[src/rtl/mem_access_ctrl.sv]
// ---------------------------------------------------------------------------
// mem_access_ctrl
//
// Request/response front-end for the single-port `memory` block. It accepts
// one read or write request at a time, drives the memory strobe for exactly
// one cycle, and captures read data one cycle after the read strobe. It then
// returns a response under valid/ready backpressure. Saturating completion
// counters track how many read and write responses were handed off.
//
// Ports
//   clk, reset     : clock; synchronous active-high reset
//   req_valid      : request present
//   req_ready      : controller can accept a request (IDLE only)
//   req_write      : 1 = write, 0 = read
//   req_addr       : request address
//   req_wdata      : write data (ignored for reads)
//   rsp_valid      : response present (RESP only)
//   rsp_ready      : consumer accepts the response
//   rsp_write      : echoes the accepted request's direction
//   rsp_rdata      : read data, 0 for write responses
//   mem_write_en   : memory write strobe
//   mem_read_en    : memory read strobe
//   mem_address    : memory address, holds last latched value
//   mem_w_data     : memory write data, holds last latched value
//   mem_r_data     : memory read data (registered inside the memory)
//   wr_count       : completed write responses, saturating
//   rd_count       : completed read responses, saturating
// ---------------------------------------------------------------------------
module mem_access_ctrl #(
  parameter int ADDR_WIDTH  = 2,
  parameter int DATA_WIDTH  = 8,
  parameter int COUNT_WIDTH = 16
) (
  input  logic                   clk,
  input  logic                   reset,
  input  logic                   req_valid,
  output logic                   req_ready,
  input  logic                   req_write,
  input  logic [ADDR_WIDTH-1:0]  req_addr,
  input  logic [DATA_WIDTH-1:0]  req_wdata,
  output logic                   rsp_valid,
  input  logic                   rsp_ready,
  output logic                   rsp_write,
  output logic [DATA_WIDTH-1:0]  rsp_rdata,
  output logic                   mem_write_en,
  output logic                   mem_read_en,
  output logic [ADDR_WIDTH-1:0]  mem_address,
  output logic [DATA_WIDTH-1:0]  mem_w_data,
  input  logic [DATA_WIDTH-1:0]  mem_r_data,
  output logic [COUNT_WIDTH-1:0] wr_count,
  output logic [COUNT_WIDTH-1:0] rd_count
);

  typedef enum logic [1:0] {
    IDLE  = 2'd0,
    ISSUE = 2'd1,
    CAPT  = 2'd2,
    RESP  = 2'd3
  } state_t;

  state_t                 state, state_n;
  logic                   write_flag, write_flag_n;
  logic                   mem_write_en_n, mem_read_en_n;
  logic [ADDR_WIDTH-1:0]  mem_address_n;
  logic [DATA_WIDTH-1:0]  mem_w_data_n;
  logic                   rsp_write_n;
  logic [DATA_WIDTH-1:0]  rsp_rdata_n;
  logic [COUNT_WIDTH-1:0] wr_count_n, rd_count_n;

  // Handshake flags are pure state decodes so a response handshake can only
  // re-open the request side on the following cycle (no bypass path).
  assign req_ready = (state == IDLE);
  assign rsp_valid = (state == RESP);

  // Every other output is a register; the whole datapath and the state are
  // loaded together from the next-value logic below.
  always_ff @(posedge clk) begin
    if (reset) begin
      state        <= IDLE;
      write_flag   <= 1'b0;
      mem_write_en <= 1'b0;
      mem_read_en  <= 1'b0;
      mem_address  <= '0;
      mem_w_data   <= '0;
      rsp_write    <= 1'b0;
      rsp_rdata    <= '0;
      wr_count     <= '0;
      rd_count     <= '0;
    end else begin
      state        <= state_n;
      write_flag   <= write_flag_n;
      mem_write_en <= mem_write_en_n;
      mem_read_en  <= mem_read_en_n;
      mem_address  <= mem_address_n;
      mem_w_data   <= mem_w_data_n;
      rsp_write    <= rsp_write_n;
      rsp_rdata    <= rsp_rdata_n;
      wr_count     <= wr_count_n;
      rd_count     <= rd_count_n;
    end
  end

  // Next-state and next-register logic. Everything holds by default; the
  // strobes default to 0 so they can only be high in the single ISSUE cycle
  // that follows an accepted request.
  always_comb begin
    state_n        = state;
    write_flag_n   = write_flag;
    mem_write_en_n = 1'b0;
    mem_read_en_n  = 1'b0;
    mem_address_n  = mem_address;
    mem_w_data_n   = mem_w_data;
    rsp_write_n    = rsp_write;
    rsp_rdata_n    = rsp_rdata;
    wr_count_n     = wr_count;
    rd_count_n     = rd_count;

    unique case (state)
      IDLE: begin
        if (req_valid) begin
          write_flag_n   = req_write;
          mem_address_n  = req_addr;
          mem_w_data_n   = req_wdata;
          // Strobes are registered, so raising them here puts exactly one
          // of them high during ISSUE.
          mem_write_en_n = req_write;
          mem_read_en_n  = !req_write;
          state_n        = ISSUE;
        end
      end

      ISSUE: begin
        if (write_flag) begin
          rsp_write_n = 1'b1;
          rsp_rdata_n = '0;
          state_n     = RESP;
        end else begin
          state_n     = CAPT;
        end
      end

      CAPT: begin
        // The memory registered r_data on the edge that closed ISSUE.
        rsp_write_n = 1'b0;
        rsp_rdata_n = mem_r_data;
        state_n     = RESP;
      end

      RESP: begin
        if (rsp_ready) begin
          if (rsp_write) begin
            if (wr_count != {COUNT_WIDTH{1'b1}}) begin
              wr_count_n = wr_count + COUNT_WIDTH'(1);
            end
          end else begin
            if (rd_count != {COUNT_WIDTH{1'b1}}) begin
              rd_count_n = rd_count + COUNT_WIDTH'(1);
            end
          end
          state_n = IDLE;
        end
      end

      default: begin
        state_n = IDLE;
      end
    endcase
  end

endmodule
[config.mk]
export PLATFORM = sky130hd
export DESIGN_NAME = mem_access_ctrl
export DESIGN_NICKNAME = d
export VERILOG_FILES = /design/src/rtl/mem_access_ctrl.sv
export SDC_FILE = /design/constraint.sdc
export NUM_CORES = 1
export LEC_CHECK = 0
export CAP_MARGIN = 20
export CORE_ASPECT_RATIO = 1.25
export CORE_MARGIN = 5
export CORE_UTILIZATION = 35
export DETAILED_ROUTE_END_ITERATION = 8
export HOLD_SLACK_MARGIN = 0.05
export PLACE_DENSITY = 0.67
export SETUP_SLACK_MARGIN = 0.02
export SLEW_MARGIN = 0
export SYNTH_ARGS = -nofsm -noshare
export SYNTH_HDL_FRONTEND = slang
export SYNTH_SLANG_ARGS = --single-unit
[constraint.sdc]
create_clock -name clk -period 6 [get_ports clk]
set_input_delay 1.2 -clock clk [delete_from_list [all_inputs] [get_ports clk]]
set_output_delay 1.2 -clock clk [all_outputs]
set_load 0.02 [all_outputs]
======== Yosys cells after proc, flatten, opt, wreduce, memory -nomap -nowiden ========
Cells that the tools add are included.
operators by class
  add/sub/neg operators ................... 2
  equal/unequal tests ..................... 8
  muxes and demuxes ....................... 8
  bitwise operators ....................... 3
  reductions and logical operators ........ 9
operator list
  kind                     number
  $add A16 B1 Y16 const B  2
  $ne A16 B16 Y1 const B   2
  $pmux W8 S2              1
  $mux W8                  1
  $pmux W2 S4              1
  $reduce_and A4 Y1        2
  $reduce_and A2 Y1        3
  $eq A2 B2 Y1 const B     2
  $mux W2                  2
  $ne A2 B2 Y1 const B     2
  $not A1 Y1               3
  $reduce_or A3 Y1         1
  $eq A2 B1 Y1 const B     1
  $logic_not A2 Y1         1
  $mux W1                  2
  $ne A2 B1 Y1 const B     1
  $pmux W1 S2              1
  $reduce_bool A2 Y1       1
  $logic_not A1 Y1         1
storage, ports and cells
  bits in registers ....................... 56
  bits of input ports ..................... 23
  output and inout port bits .............. 55
  word-level logic and storage cells ...... 40

======== Logic depth before layout (Yosys ltp) ========
Gate-level depths: netlist (run 1).
  depth in word-level cells ............... 3
  gate-level depth with buffers ........... 7
  gate-level depth less buffers ........... 6

======== Worst setup path after synthesis (run 1) ========
No wires, ideal clock.
  path kind ............................... input to register
  start ................................... in rsp_ready
  end ..................................... reg wr_count[11]
  library setup time ...................... 70 ps
  arrival time ............................ 2588 ps
  data required time ...................... 5930 ps
  setup slack ............................. 3341 ps
  cell stages on the path ................. 5
  buffers on the path ..................... 1
  path through ............................ nand3_2 -> or4_1 -> buf_2 -> or4_1 -> a21oi_1
on the way
  cells in the longest elaborated chain, start to end .. 1
RTL lines
  item                         RTL line  text
  start, declared              42        input logic rsp_ready,
  $reduce_and A4 Y1 (no line)  -
  end signal, assigned         98        wr_count <= wr_count_n;
  end, declared                50        output logic [COUNT_WIDTH-1:0] wr_count,
Every way passes these cells.
A chain may end at the register's enable or synchronous reset.

======== Worst setup path in the final report (run 1) ========
Ends and elaborated chain as after synthesis.

==> flow_metrics.tcl, run 1 <==
set metrics [dict create \
    status "finished, final reports clean" \
    ys_top_cells_by_area "dfxtp_1, a21oi_1, nand2_1, o31ai_1, or4_1" \
    grt_pass1_vias 2412 \
    wl_mm 6.58 \
    fin_tns_setup_ps 0 \
    synthMuxAreaShare_pct 1.22 \
    yosys-top-cells-count "dfxtp_1, a21oi_1, nand2_1" \
    netlist_area_um2 2560 \
    yosys_warnings 0 \
    wl_per_cell_um 14.0 \
    dp_cells 461 \
    synth_top_family_by_area "simple AND/OR/NAND/NOR gates" \
    clk_pin_slew_worst_paths_ps 110 \
    synthAdderAreaFrac_pct 3.42 \
    cp_slowest_cell "or4_1" \
    grt_start_max_net_pins 57 \
    n_antenna_cell 0 \
    cp-end-kind "flip-flop" \
    row_count 34 \
    num_vias 2558 \
    holdCritPathClass "reg -> reg" \
    async_flop_share_pct 0 \
    worst-path-buf-inv 1 \
    cpPeakStageDelay_ps 680 \
    crit_fanout 9 \
    post_cts_buffers 0 \
    crit_chain "clkdlybuf4s50_1 > nand3_2 > or4_1 > or4_1 > a21oi_1" \
    cp_top_family "simple AND/OR/NAND/NOR gates" \
    seq_area_frac_synth_pct 43.8 \
    ant_nets 0 \
    fin_ws_ps 2950 \
    clock_path_buffers 2 \
    final_max_slew_viol_count 0 \
    tritoncts "done" \
    synthFlopType "dfxtp_1" \
    hpwlAfterDp_mm 4.74 \
    via_per_inst 5.45 \
    area_delta_synth_final_pct 36.6 \
    synth_compound_area_share_pct 18.6 \
    skew_ps 8.82 \
    crit_required_ps 6230 \
    period_needed_ps 3050 \
    cts_sinks 56 \
    crit_path_start_kind "input port" \
    hold_buffers 0 \
    numPortBuffers 77 \
    preCtsSetupSlack_ps 2640 \
    cts.htree.levels 2 \
    chipHeight_um 106 \
    nNetsFinal 408 \
    setup_violations 0 \
    synthDistinctLibCells 41 \
    finish.utilization_pct 49.5 \
    start_util_pct 36.2 \
    post-synth-top-count-cell "dfxtp_1" \
    max_slew_margin_pct 29.4 \
    grt_pass1_wl_mm 11.0 \
    ys_seq_elements 56 \
    synth_xor_area_share_pct 0.342 \
    powerDensity_nw_per_um2 257 \
    cts_root_buf "clkbuf_8" \
    max_cap_viol_count 0 \
    synth_top_area_cell "dfxtp_1" \
    fin_cells 469 \
    synth_cells 305 \
    core_um2 7060 \
    numCtsBuffers 5 \
    hold_viol_final 0 \
    cp_data_arrival_time_ps 3280 \
    yosysTopAreaCellShare_pct 43.8 \
    gr-total-overflow 0 \
    crit_top_cell "or4_1" \
    finalWeightedCongestion 0.771 \
    dr.pass1.iters 4 \
    synth_edf_count 0 \
    die_w_um 86.5 \
    syn_nets 335 \
    rsz0062_at_grt "false" \
    worst_pin_slew_ps 1060 \
    die_area_um2 9130 \
    remaining_drc_errors 0 \
    synthSimpleGateAreaFrac_pct 29.5 \
    dr.first_iter.drc_count 71 \
    peakVddDrop_mv 0.158 \
    clock_latency_ps 310 \
    grt.total_usage_pct 14.4 \
    syn_avg_cell_area_um2 8.39 \
    num_io_pins 78 \
    worst-setup-path-type "in -> reg" \
    post_cts_resized 0 \
    antenna_found_initial 0 \
    period_share_pct 50.8 \
    p_leak_nw 1.11 \
    drive_gt1_share_pct 5.54 \
    fmax_mhz 328 \
]
==> worst register-to-register path: cells and delay by family (launching register included) <==
family / cells / cell delay (ps)
AO/OA/AOI/OAI: 1 / 140
AND/OR/NAND/NOR: 3 / 1420
adder cells (fa/ha/maj): 1 / 310
flip-flops: 1 / 420
==> report_power, final <==
| group | internal [mW] | total, mW | switching [mW] |
|---|---|---|---|
| Sequential | 0.404 | 0.425 | 0.0209 |
| Clock | 0.0855 | 0.218 | 0.132 |
| Combinational | 0.110 | 0.255 | 0.145 |
| Total | 0.599 | 0.897 | 0.298 |
==> cells in the final DEF, fill, tap and decap left out, drive strengths merged <==
cell / synthesis / final
o21ai: 14 / 14
a22oi: 9 / 9
o41ai: 1 / 1
ha: 7 / 7
and2: 3 / 3
or2: 3 / 3
mux2: 1 / 1
or3: 12 / 12
o31ai: 13 / 13
o311ai: 1 / 1
and3b: 1 / 1
buf: 3 / 3
and3: 3 / 3
nor2: 15 / 15
nand3: 14 / 14
nor4: 5 / 5
clkbuf: 10 / 5
nand4: 13 / 13
a41oi: 1 / 1
or4: 14 / 14
nand3b: 2 / 2
nor4b: 1 / 1
and4b: 1 / 1
clkinv: 0 / 2
nand2: 35 / 35
xor2: 1 / 1
a21oi: 38 / 38
inv: 8 / 9
a211oi: 2 / 2
nor3: 9 / 9
dfxtp: 56 / 56
nand2b: 1 / 1
nor2b: 1 / 1
and4: 4 / 4
clkdlybuf4s50: 0 / 76
mux2i: 2 / 2
o2111ai: 1 / 1
==> worst paths after layout <==
kind              depth (start not counted)          start            end  slack (ps)
setup reg to reg                          5       state[0]   wr_count[11]        3640
setup / recovery                          5      rsp_ready   wr_count[11]        2950
hold reg to reg                           2  mem_w_data[4]  mem_w_data[4]         460
hold / removal                            2  mem_w_data[4]  mem_w_data[4]         460
==> sequential cells by signal, summed over array words and instances (netlist names), 2 cells and up <==
name,flops
mem_address,2
mem_w_data,8
rd_count,16
rsp_rdata,8
state,2
wr_count,16
==> metal layers <==
layer / up-vias / GRT usage (%) / part of all wire, %
met4: 0 / 3.56 / 1.3
met1: 1194 / 17.7 / 44
met2: 66 / 24.5 / 48
met3: 7 / 4.14 / 6.6
met5: - / 0 / 0
li1: 1291 / - / -
==> through the flow <==
step                      power [mW]  hold WS (ps)  cell area, µm²
final                          0.897           461            3490
after global routing           0.953           489            3490
after CTS                      0.912           462            3490
after detailed placement       0.690           446            3400
after global placement         0.684           443            3390
after floorplan                0.589           444            2560
==> cell families after synthesis <==
kind of cell	Yosys count
AO/OA/AOI/OAI	80
XOR/XNOR	1
adder cells (fa/ha/maj)	7
buffers and inverters	21
flip-flops	56
multiplexers	3
AND/OR/NAND/NOR	137
==> final cells by class <==
cell class,count,area (µm²)
Sequential cell,56,1120
Inverter,8,30.0
Clock buffer,5,68.8
Multi-Input combinational cell,228,1360
Tap cell,90,113
Timing Repair Buffer,79,778
Clock inverter,3,26.3
Fill cell,729,3570
Note: power is estimated with default switching activity, not from simulation.
==> run 2: changes to the inputs <==
--- a/config.mk
+++ b/config.mk
@@ -11,7 +11,7 @@
 export CORE_UTILIZATION = 35
 export DETAILED_ROUTE_END_ITERATION = 8
 export HOLD_SLACK_MARGIN = 0.05
-export PLACE_DENSITY = 0.67
+export PLACE_DENSITY = 0.69
 export SETUP_SLACK_MARGIN = 0.02
 export SLEW_MARGIN = 0
 export SYNTH_ARGS = -nofsm -noshare
==> constraint.sdc (replaced) <==
create_clock -name clk -period 2.7 [get_ports clk]
set_input_delay 0.54 -clock clk [delete_from_list [all_inputs] [get_ports clk]]
set_output_delay 0.54 -clock clk [all_outputs]
set_load 0.02 [all_outputs]
==> flow_metrics.tcl, run 2 (synthesis gave the netlist of run 1 again) <==
set metrics [dict create \
    dr.pass1.iters 4 \
    antenna_found_initial 0 \
    largestRegisters "rd_count x16, wr_count x16" \
    min_from "mem_w_data[2]" \
    setup_violations 0 \
    ff2ff_setup_slack_ps 480 \
    drive_gt1_share_pct 6.04 \
    row_count 34 \
    peakVddDrop_mv 0.399 \
    chipHeight_um 106 \
    post_cts_resized 0 \
    power_mw 1.99 \
    hold_buffers 0 \
    rsz0062_at_grt "false" \
    crit_required_ps 2940 \
    startpoint "rsp_ready" \
    wl_per_cell_um 13.8 \
    via_per_inst 5.37 \
    final_cell_mix "clkdlybuf4s50_1, dfxtp_1, a21oi_1" \
    worst-setup-path-type "in -> reg" \
    r2r-end "wr_count[11]" \
    grt_pass1_vias 2415 \
    fmax_mhz 438 \
    post_cts_buffers 0 \
    dpl_cell_area_um2 3420 \
    remaining_drc_errors 0 \
    hold_depth 2 \
    nFillCells 744 \
    skew_ps 9.56 \
    crit_path_start_kind "input port" \
    clk_pin_slew_worst_paths_ps 110 \
    cts_sinks 56 \
    cts.htree.levels 2 \
    hold_end "mem_w_data[2]" \
    fin_tns_setup_ps 0 \
    max_slew_margin_pct 53.6 \
    gr-total-overflow 0 \
    hold_viol_final 0 \
    final_common_cell "clkdlybuf4s50_1" \
    core_um2 7060 \
    n_antenna_cell 0 \
    num_io_pins 78 \
    clock_latency_ps 310 \
    reg2reg_from "state[0]" \
    fin_area_um2 3510 \
    start_util_pct 36.2 \
    numCtsBuffers 5 \
    r2r_cells 5 \
    hpwlAfterDp_mm 4.89 \
    finalWeightedCongestion 0.779 \
    cts_root_buf "clkbuf_8" \
    holdCritPathClass "reg -> reg" \
    wl_mm 6.50 \
    powerDensity_nw_per_um2 567 \
    max_cap_viol_count 0 \
    fin_ws_ps 419 \
    cp-end-kind "flip-flop" \
    dr.first_iter.drc_count 94 \
    cp_data_arrival_time_ps 2520 \
    die_w_um 86.5 \
    ant_nets 0 \
    numPortBuffers 77 \
    die_area_um2 9130 \
    preCtsSetupSlack_ps 120 \
    period_share_pct 84.5 \
    status "finished, final reports clean" \
    final_max_slew_viol_count 0 \
    crit_fanout 8 \
    tritoncts "done" \
    worst_pin_slew_ps 691 \
    grt_pass1_wl_mm 11.1 \
    clock_path_buffers 2 \
    grt.total_usage_pct 14.5 \
    area_delta_synth_final_pct 37.2 \
    num_vias 2529 \
    finish.utilization_pct 49.7 \
    nNetsFinal 410 \
    period_needed_ps 2280 \
    p_leak_nw 1.12 \
    grt_start_max_net_pins 31 \
]
run 2: cell types whose count changed in the layout (fill, tap and decap cells not counted), sizes merged:
cell,delta
clkinvlp,+1
buf,+2
clkinv,-2
inv,+1
run 2: worst max-delay path, cell delays in order:
cell and delay [ps]:
clkdlybuf4s50_1 540, nand3_2 100, or4_1 650, or4_1 540, a21oi_1 150
run 2: report_power, final:
group	internal [mW]	leakage (nW)	switching, mW
sequential	0.897	0.453	0.0458
clock	0.190	0.0452	0.295
combinational	0.245	0.621	0.318
total	1.33	1.12	0.658
run 2: per-stage QoR:
stage,hold slack [ps],instances
after floorplan,444,305
after global placement,443,463
after detailed placement,449,463
after CTS,466,471
after global routing,489,471
final,460,471
run 2: per-layer routing:
metal | vias to the layer above | wire (µm) | global-route usage (%)
li1 | 1292 | - | -
met1 | 1161 | 2790 | 17.8
met2 | 66 | 3240 | 24.7
met3 | 10 | 367 | 3.83
met4 | 0 | 104 | 3.90
met5 | - | 0 | 0
run 2: area by class of cell:
class                           count  area, µm²  area share, %
Multi-Input combinational cell    228       1360           38.6
Clock inverter                      3       25.0          0.713
Tap cell                           90        113           3.21
Clock buffer                        5       68.8           1.96
Sequential cell                    56       1120           31.9
Timing Repair Buffer               81        796           22.7
Inverter                            8       30.0          0.856
run 2: worst max-delay path by stage:
stage / endpoint / slack, ps
2_1_floorplan: wr_count[11] / 460
3_3_place_gp: wr_count[11] / 150
3_5_place_dp: wr_count[11] / 120
4_1_cts: wr_count[11] / 430
5_1_grt: wr_count[11] / 330
6_report: wr_count[11] / 420
